[config.mk]
export PLATFORM = sky130hd
export DESIGN_NAME = argmax32_stream
export DESIGN_NICKNAME = d
export VERILOG_FILES = /design/src/rtl/argmax32_stream.sv
export SDC_FILE = /design/constraint.sdc
export NUM_CORES = 1
export LEC_CHECK = 0
export BUFFER_PORTS_ARGS = -buffer_cell sky130_fd_sc_hd__buf_2
export CORE_UTILIZATION = 40
export CTS_BUF_LIST = sky130_fd_sc_hd__clkbuf_8
export DETAILED_ROUTE_END_ITERATION = 7
export GPL_TIMING_DRIVEN = 0
export PLACE_DENSITY = 0.72
export SLEW_MARGIN = 30
export SYNTH_ARGS = -nofsm -noshare
export SYNTH_HDL_FRONTEND = slang
export SYNTH_SLANG_ARGS = --single-unit
[constraint.sdc]
create_clock -name clk -period 3.1 [get_ports clk]
set_input_delay 0.31 -clock clk [delete_from_list [all_inputs] [get_ports clk]]
set_output_delay 0.31 -clock clk [all_outputs]
set_load 0.02 [all_outputs]
[src/rtl/argmax32_stream.sv]
// rtl/argmax32_stream.sv - streaming unsigned 32-bit max/argmax over a valid/ready frame (option: ARGMAX32_TIE_LAST_EN)
module argmax32_stream #(
  parameter int IDX_W = 8
) (
  input  logic             clk,
  input  logic             rst,
  input  logic             in_valid,
  output logic             in_ready,
  input  logic [31:0]      in_data,
  input  logic             in_last,
  output logic             out_valid,
  input  logic             out_ready,
  output logic [31:0]      out_max,
  output logic [IDX_W-1:0] out_idx,
  output logic             out_ovf
);

  typedef enum logic [1:0] {S_IDLE, S_ACCUM, S_DONE} state_t;

  // Count value meaning "2^IDX_W elements already seen"; one is the first element.
  localparam logic [IDX_W:0] CNT_FULL = {1'b1, {IDX_W{1'b0}}};
  localparam logic [IDX_W:0] CNT_ONE  = {{IDX_W{1'b0}}, 1'b1};

  state_t           state_q, state_d;
  logic [31:0]      max_q;
  logic [IDX_W-1:0] idx_q;
  logic [IDX_W:0]   cnt_q;
  logic             ovf_q;
  logic             in_ready_q;

  logic accept;
  logic upd;
  logic cnt_full;

  assign accept   = in_valid & in_ready_q;
  assign cnt_full = (cnt_q == CNT_FULL);

`ifdef ARGMAX32_TIE_LAST_EN
  assign upd = (in_data >= max_q);
`else
  assign upd = (in_data > max_q);
`endif

  assign in_ready  = in_ready_q;
  assign out_valid = (state_q == S_DONE);
  assign out_max   = max_q;
  assign out_idx   = idx_q;
  assign out_ovf   = ovf_q;

  // State register.
  always_ff @(posedge clk or posedge rst) begin
    if (rst) state_q <= S_IDLE;
    else     state_q <= state_d;
  end

  // Next-state: frame starts in IDLE, ends on an accepted in_last, result drains on out handshake.
  always_comb begin
    state_d = state_q;
    case (state_q)
      S_IDLE:  if (accept) state_d = in_last ? S_DONE : S_ACCUM;
      S_ACCUM: if (accept && in_last) state_d = S_DONE;
      S_DONE:  if (out_ready) state_d = S_IDLE;
      default: state_d = S_IDLE;
    endcase
  end

  // Registered ready: low in reset, then tracks whether the next state can take a word.
  always_ff @(posedge clk or posedge rst) begin
    if (rst) in_ready_q <= 1'b0;
    else     in_ready_q <= (state_d != S_DONE);
  end

  // Running max/index/count; accept can only happen in IDLE or ACCUM since ready is low in DONE.
  always_ff @(posedge clk or posedge rst) begin
    if (rst) begin
      max_q <= '0;
      idx_q <= '0;
      cnt_q <= '0;
      ovf_q <= 1'b0;
    end else if (accept) begin
      if (state_q == S_IDLE) begin
        max_q <= in_data;
        idx_q <= '0;
        cnt_q <= CNT_ONE;
        ovf_q <= 1'b0;
      end else begin
        if (upd) begin
          max_q <= in_data;
          idx_q <= cnt_full ? {IDX_W{1'b1}} : cnt_q[IDX_W-1:0];
        end
        if (cnt_full) ovf_q <= 1'b1;
        else          cnt_q <= cnt_q + CNT_ONE;
      end
    end
  end

endmodule

After elaboration in Yosys (flattened, before gate mapping)

Index checks and enable logic that the tools add are counted.

Multiply operators: 0
Div/mod/pow operators: 0
Mux-type cells: 14
Reduce and logical (&&, ||, !) cells: 7
Order comparisons: 1
Shifts and indexed selects: 0
Eq/ne operators: 5
$add $sub $neg: 1
Bitwise logic cells: 1

Operator list:

| cell                                          | count |
|---|---|
| two-way mux 32 bit                            | 2 |
| > comparator 32 bit                           | 1 |
| two-way mux 8 bit                             | 3 |
| two-way mux 9 bit                             | 2 |
| adder 9 x 1 -> 9 bit, second input constant   | 1 |
| == test 9 bit, second input constant          | 1 |
| two-way mux 2 bit                             | 4 |
| one-hot mux 2 bit (3 select lines)            | 1 |
| AND reduction 2 bit                           | 3 |
| nonzero test 2 bit                            | 2 |
| == test 2 x 1 -> 1 bit, second input constant | 1 |
| == test 2 bit, second input constant          | 1 |
| zero test 2 bit                               | 1 |
| two-way mux 1 bit                             | 2 |
| != test 2 x 1 -> 1 bit, second input constant | 1 |
| != test 2 bit, second input constant          | 1 |
| AND 1 bit                                     | 1 |
| logical AND 1 bit                             | 1 |

Logic and storage cells: 35
RAM bits: 0
Register bits: 53
Bits in latches: 0
Memories kept: 0
Input bits: 37
Memory bits (read-only): 0

Logic depth before layout (Yosys ltp)

Word-level depth: 5
Gate-level depth with buffers: 9
Mapped depth without buffers: 8

Worst setup path before layout

Ideal clock, no wire load.

Path type: register to register
Start: register max_q[14], in the netlist out_max[14]
End: register max_q[0], in the netlist out_max[0]
Path buffers: 1
Clock period less this slack: 2452 ps
Arrival time: 2328 ps
Required time: 2975 ps
Stages on the path, launching flop included: 9
Slack: 648 ps
Cells stage by stage: dfrtp_1 -> inv_1 -> ha_1 -> nand4_2 -> nor4_2 -> and4b_4 -> a221oi_4 -> buf_6 -> mux2_2

Longest elaborated chain between the ends: 3

Ends and longest elaborated chain:

| what                          | line | text |
|---|---|---|
| start: declaration            | 25   | `logic [31:0] max_q;` |
| start signal: assignment      | 82   | `max_q <= in_data;` |
| start signal: assignment      | 88   | `max_q <= in_data;` |
| > comparator 32 bit           | 41   | `assign upd = (in_data > max_q);` |
| nonzero test 2 bit (no line)  | --   |  |
| AND reduction 2 bit (no line) | --   |  |

Every way passes these cells.
A chain may end at the register's enable or synchronous reset.

Final worst setup path

Start: register max_q[11], in the netlist out_max[11]
End: register max_q[17], in the netlist out_max[17]

Same word-level chain as after synthesis.

==> metrics.txt <==
# TYPE chip_impl_metric gauge
chip_impl_metric{name="path_max_fanout",unit=""} 10
chip_impl_metric{name="total_power_consumption_of_the_routed_design",unit="W"} 0.003198
chip_impl_info{name="synth_flop_cell",value="dfrtp_1"} 1
chip_impl_metric{name="async_sr_flop_fraction",unit=""} 1.000
chip_impl_metric{name="antenna_left",unit=""} 0
chip_impl_metric{name="synth_edf_count",unit=""} 0
chip_impl_metric{name="clkTransAtPathRegs",unit="ns"} 0.10
chip_impl_metric{name="syn-mean-instance-area",unit="um2"} 10.44
chip_impl_metric{name="gr-usage-all-layers",unit=""} 0.1632
chip_impl_metric{name="area_growth_syn_to_layout",unit="%"} 20.58
chip_impl_metric{name="clk_latency",unit="ns"} 0.30
chip_impl_metric{name="fp.coreArea",unit="mm2"} 0.007331
chip_impl_metric{name="util_after_layout",unit=""} 0.5050
chip_impl_metric{name="crit_required",unit="ns"} 3.28
chip_impl_info{name="yosys-top-cells-area",value="dfrtp_1, ha_1, mux2_2, inv_1, o21ai_0"} 1
chip_impl_metric{name="multi_input_gate_area_in_the_final_layout",unit="mm2"} 0.001543
chip_impl_metric{name="number_of_different_library_cells_in_the_post_synthesis_netlist",unit=""} 37
chip_impl_metric{name="num_rows",unit=""} 31
chip_impl_info{name="crit_type",value="reg2reg"} 1
chip_impl_metric{name="syn_nets",unit=""} 365
chip_impl_info{name="run_status",value="complete, no violations"} 1
chip_impl_metric{name="critPathArrivalTime",unit="ns"} 2.79
chip_impl_metric{name="power_density",unit="mW/mm2"} 863.9
chip_impl_metric{name="yosysSeqAreaShare",unit=""} 0.4319
chip_impl_metric{name="via_per_inst",unit=""} 4.979
chip_impl_metric{name="drv_cap",unit=""} 0
chip_impl_metric{name="htree_levels",unit=""} 2
chip_impl_metric{name="postSynthCellCount",unit=""} 294
chip_impl_metric{name="vdd_ir_drop_max",unit="mV"} 0.2793
chip_impl_metric{name="timing.final.hold_violations",unit=""} 0
chip_impl_info{name="class_of_the_tightest_hold_or_removal_check",value="in2reg"} 1
chip_impl_metric{name="layout_cell_share_with_drive_strength_beyond_1",unit=""} 0.3290
chip_impl_metric{name="grt_first_pass_wirelength",unit="um"} 10250
chip_impl_metric{name="postCtsSetupBuffers",unit=""} 0
chip_impl_metric{name="grt_max_degree",unit=""} 32
chip_impl_info{name="tritoncts",value="done"} 1
chip_impl_metric{name="final.fill_count",unit=""} 695
chip_impl_metric{name="finalCritPeriodShare",unit=""} 0.8399
chip_impl_metric{name="boundaryPins",unit=""} 80
chip_impl_metric{name="detailroute.via_count",unit=""} 2400
chip_impl_metric{name="p_int",unit="W"} 0.001831
chip_impl_info{name="timing.critical_path.from_type",value="register"} 1
chip_impl_metric{name="power.combinational.fraction",unit=""} 0.524
chip_impl_metric{name="detail_route.wl_per_cell",unit="um"} 13.07
chip_impl_metric{name="max_freq",unit="MHz"} 384.1
chip_impl_metric{name="wl",unit="um"} 6300
chip_impl_info{name="yosys.cell_count.top_type",value="dfrtp_1"} 1
chip_impl_metric{name="antenna_found_initial",unit=""} 0
chip_impl_metric{name="detailedRoute.firstPassIterationCount",unit=""} 4
chip_impl_metric{name="net-switching-power",unit="W"} 0.001367
chip_impl_info{name="grt_setup_unrepaired",value="no"} 1
chip_impl_info{name="yosysTopAreaCell",value="dfrtp_1"} 1
chip_impl_metric{name="dr.first_iter.drc_count",unit=""} 66
chip_impl_metric{name="final_net_count",unit=""} 453
chip_impl_metric{name="yosys.area.top_type_share",unit=""} 0.4319
chip_impl_metric{name="timing.clock.skew",unit="ns"} 0.01148
chip_impl_metric{name="timing.max_slew.rel_slack",unit=""} 0.7039
chip_impl_metric{name="antenna_cells_inserted",unit=""} 0
chip_impl_metric{name="switching_part_of_the_total",unit=""} 0.4275
chip_impl_metric{name="sequential_cell_area",unit="mm2"} 0.001326
chip_impl_metric{name="port-buffer-count",unit=""} 79
chip_impl_metric{name="timing_worst_slew_pin_value",unit="ns"} 0.4442
chip_impl_metric{name="leakage",unit="nW"} 1.929
chip_impl_metric{name="setup_viol",unit=""} 0
chip_impl_info{name="endpoint_kind",value="register"} 1
chip_impl_metric{name="p_clk_frac",unit=""} 0.116
chip_impl_info{name="cts.root.buffer_cell",value="clkbuf_8"} 1
chip_impl_metric{name="die_h",unit="um"} 89.62
chip_impl_metric{name="final.min_clock_period",unit="ns"} 2.604
chip_impl_metric{name="routabilityCongestion",unit=""} 0.8244
chip_impl_metric{name="place.detailed.hpwl",unit="um"} 4949
chip_impl_metric{name="drc_errors",unit=""} 0
chip_impl_metric{name="effective_utilization_at_floorplan",unit=""} 0.4188
chip_impl_metric{name="floorplan.die_area",unit="mm2"} 0.008031
chip_impl_metric{name="grt_pass1_vias",unit=""} 2281
chip_impl_info{name="synth_commonest_cells",value="dfrtp_1, inv_1, ha_1"} 1
chip_impl_metric{name="sequentialPowerShare",unit=""} 0.360
chip_impl_metric{name="clkSinkCount",unit=""} 53
chip_impl_metric{name="clockBufferDepth",unit=""} 2
chip_impl_metric{name="die_w",unit="um"} 89.62
chip_impl_metric{name="synth.cell_area",unit="mm2"} 0.003070
chip_impl_metric{name="grt_remaining_overflow",unit=""} 0
chip_impl_metric{name="maxSlewViolCount",unit=""} 0
chip_impl_metric{name="postSynthRegisterBits",unit=""} 53
chip_impl_metric{name="tns",unit="ns"} 0
chip_impl_metric{name="tritoncts.num_buffers",unit=""} 5
chip_impl_metric{name="ys_warn_count",unit=""} 0
worst max-delay path: stages, from the launching register on:
cell	delay, ns
dfrtp_1	0.38
inv_1	0.06
ha_1	0.31
nand4_1	0.18
nor4_2	0.33
a31oi_1	0.20
a221oi_4	0.46
buf_6	0.21
mux2_2	0.34
metrics by stage:
| stage | cell area, um2 | setup slack [ns] | hold WS [ns] | std cells |
|---|---|---|---|---|
| global route | 3702 | 0.2468 | 0.1806 | 482 |
| floorplan | 3070 | 0.6476 | 0.4002 | 294 |
| detailed placement | 3612 | 0.4531 | 0.3007 | 473 |
| CTS | 3702 | 0.4522 | 0.1856 | 482 |
| global placement | 3590 | 0.4538 | 0.4847 | 472 |
| finish | 3702 | 0.4963 | 0.1975 | 482 |
layer usage:
layer | part of all wire | up-vias | track usage
li1 | - | 1205 | -
met1 | 0.45 | 1140 | 0.2095
met2 | 0.50 | 51 | 0.2872
met3 | 0.045 | 4 | 0.03199
met4 | 0.0059 | 0 | 0.03030
met5 | 0 | - | 0
registers in the layout (all words and copies together), names as in the netlist:
| name | cells |
|---|---|
| out_max | 32 |
| cnt_q | 9 |
| in_ready | 1 |
| state_q | 2 |
| out_idx | 8 |
| out_ovf | 1 |
cells by family (layout without fill, tap and decap cells):
group | count (synthesis) | after routing | synth area share
fa+ha+maj | 34 | 34 | 0.1385
compound gates | 54 | 54 | 0.1084
mux | 40 | 40 | 0.1434
simple gates | 64 | 64 | 0.1064
buf+inv | 47 | 136 | 0.06561
flops | 53 | 53 | 0.4319
xor+xnor | 2 | 2 | 0.005706
power groups by stage:
stage          Sequential [W]  Combinational (W)  Clock, W
2_1_floorplan         0.00142           0.000929         0
3_3_place_gp          0.00114            0.00165         0
3_5_place_dp          0.00116            0.00170         0
4_1_cts               0.00115            0.00171  0.000387
5_1_grt               0.00119            0.00189  0.000418
6_report              0.00115            0.00168  0.000371
placed cells by master, fill, tap and decap left out, drive strengths merged, types with 2 or more instances in the layout:
| cell type | instances |
|---|---|
| dfrtp | 53 |
| xor2 | 2 |
| nand3 | 4 |
| a31oi | 2 |
| inv | 43 |
| o31ai | 2 |
| mux2 | 32 |
| a22oi | 2 |
| nor3 | 2 |
| o21ai | 20 |
| a211oi | 2 |
| ha | 34 |
| nor2b | 2 |
| and3 | 3 |
| a21oi | 19 |
| nand4 | 10 |
| nor4 | 2 |
| buf | 85 |
| nand2 | 21 |
| clkbuf | 7 |
| o211ai | 2 |
| mux2i | 8 |
| nor2 | 14 |
| nand2b | 2 |
final cells by class:
class / count / share of cell area
tap: 99 / 0.03346
multi-input combinational: 194 / 0.4167
inverter: 40 / 0.04123
clock buffer: 5 / 0.01859
sequential: 53 / 0.3582
clock inverter: 3 / 0.003042
buffer: 7 / 0.01386
timing repair buffer: 81 / 0.1149
timing repair:
item                                   4_1_cts  5_1_grt
hold buffers                                 1        0
endpoints found under the hold margin       22        0
gates resized for setup                      0        0
worst paths after layout:
kind | start | endpoint | slack (ns) | cells past startpoint
setup reg to reg | out_max[11] | out_max[17] | 0.50 | 8
max in group asynchronous | rst | in_ready | 2.12 | 4
setup / recovery | out_max[11] | out_max[17] | 0.50 | 8
hold / removal | in_last | state_q[0] | 0.20 | 2
hold reg to reg | state_q[1] | state_q[0] | 0.50 | 1
min in group asynchronous | rst | out_max[8] | 0.51 | 3
Note: power is estimated with default switching activity, not from simulation.
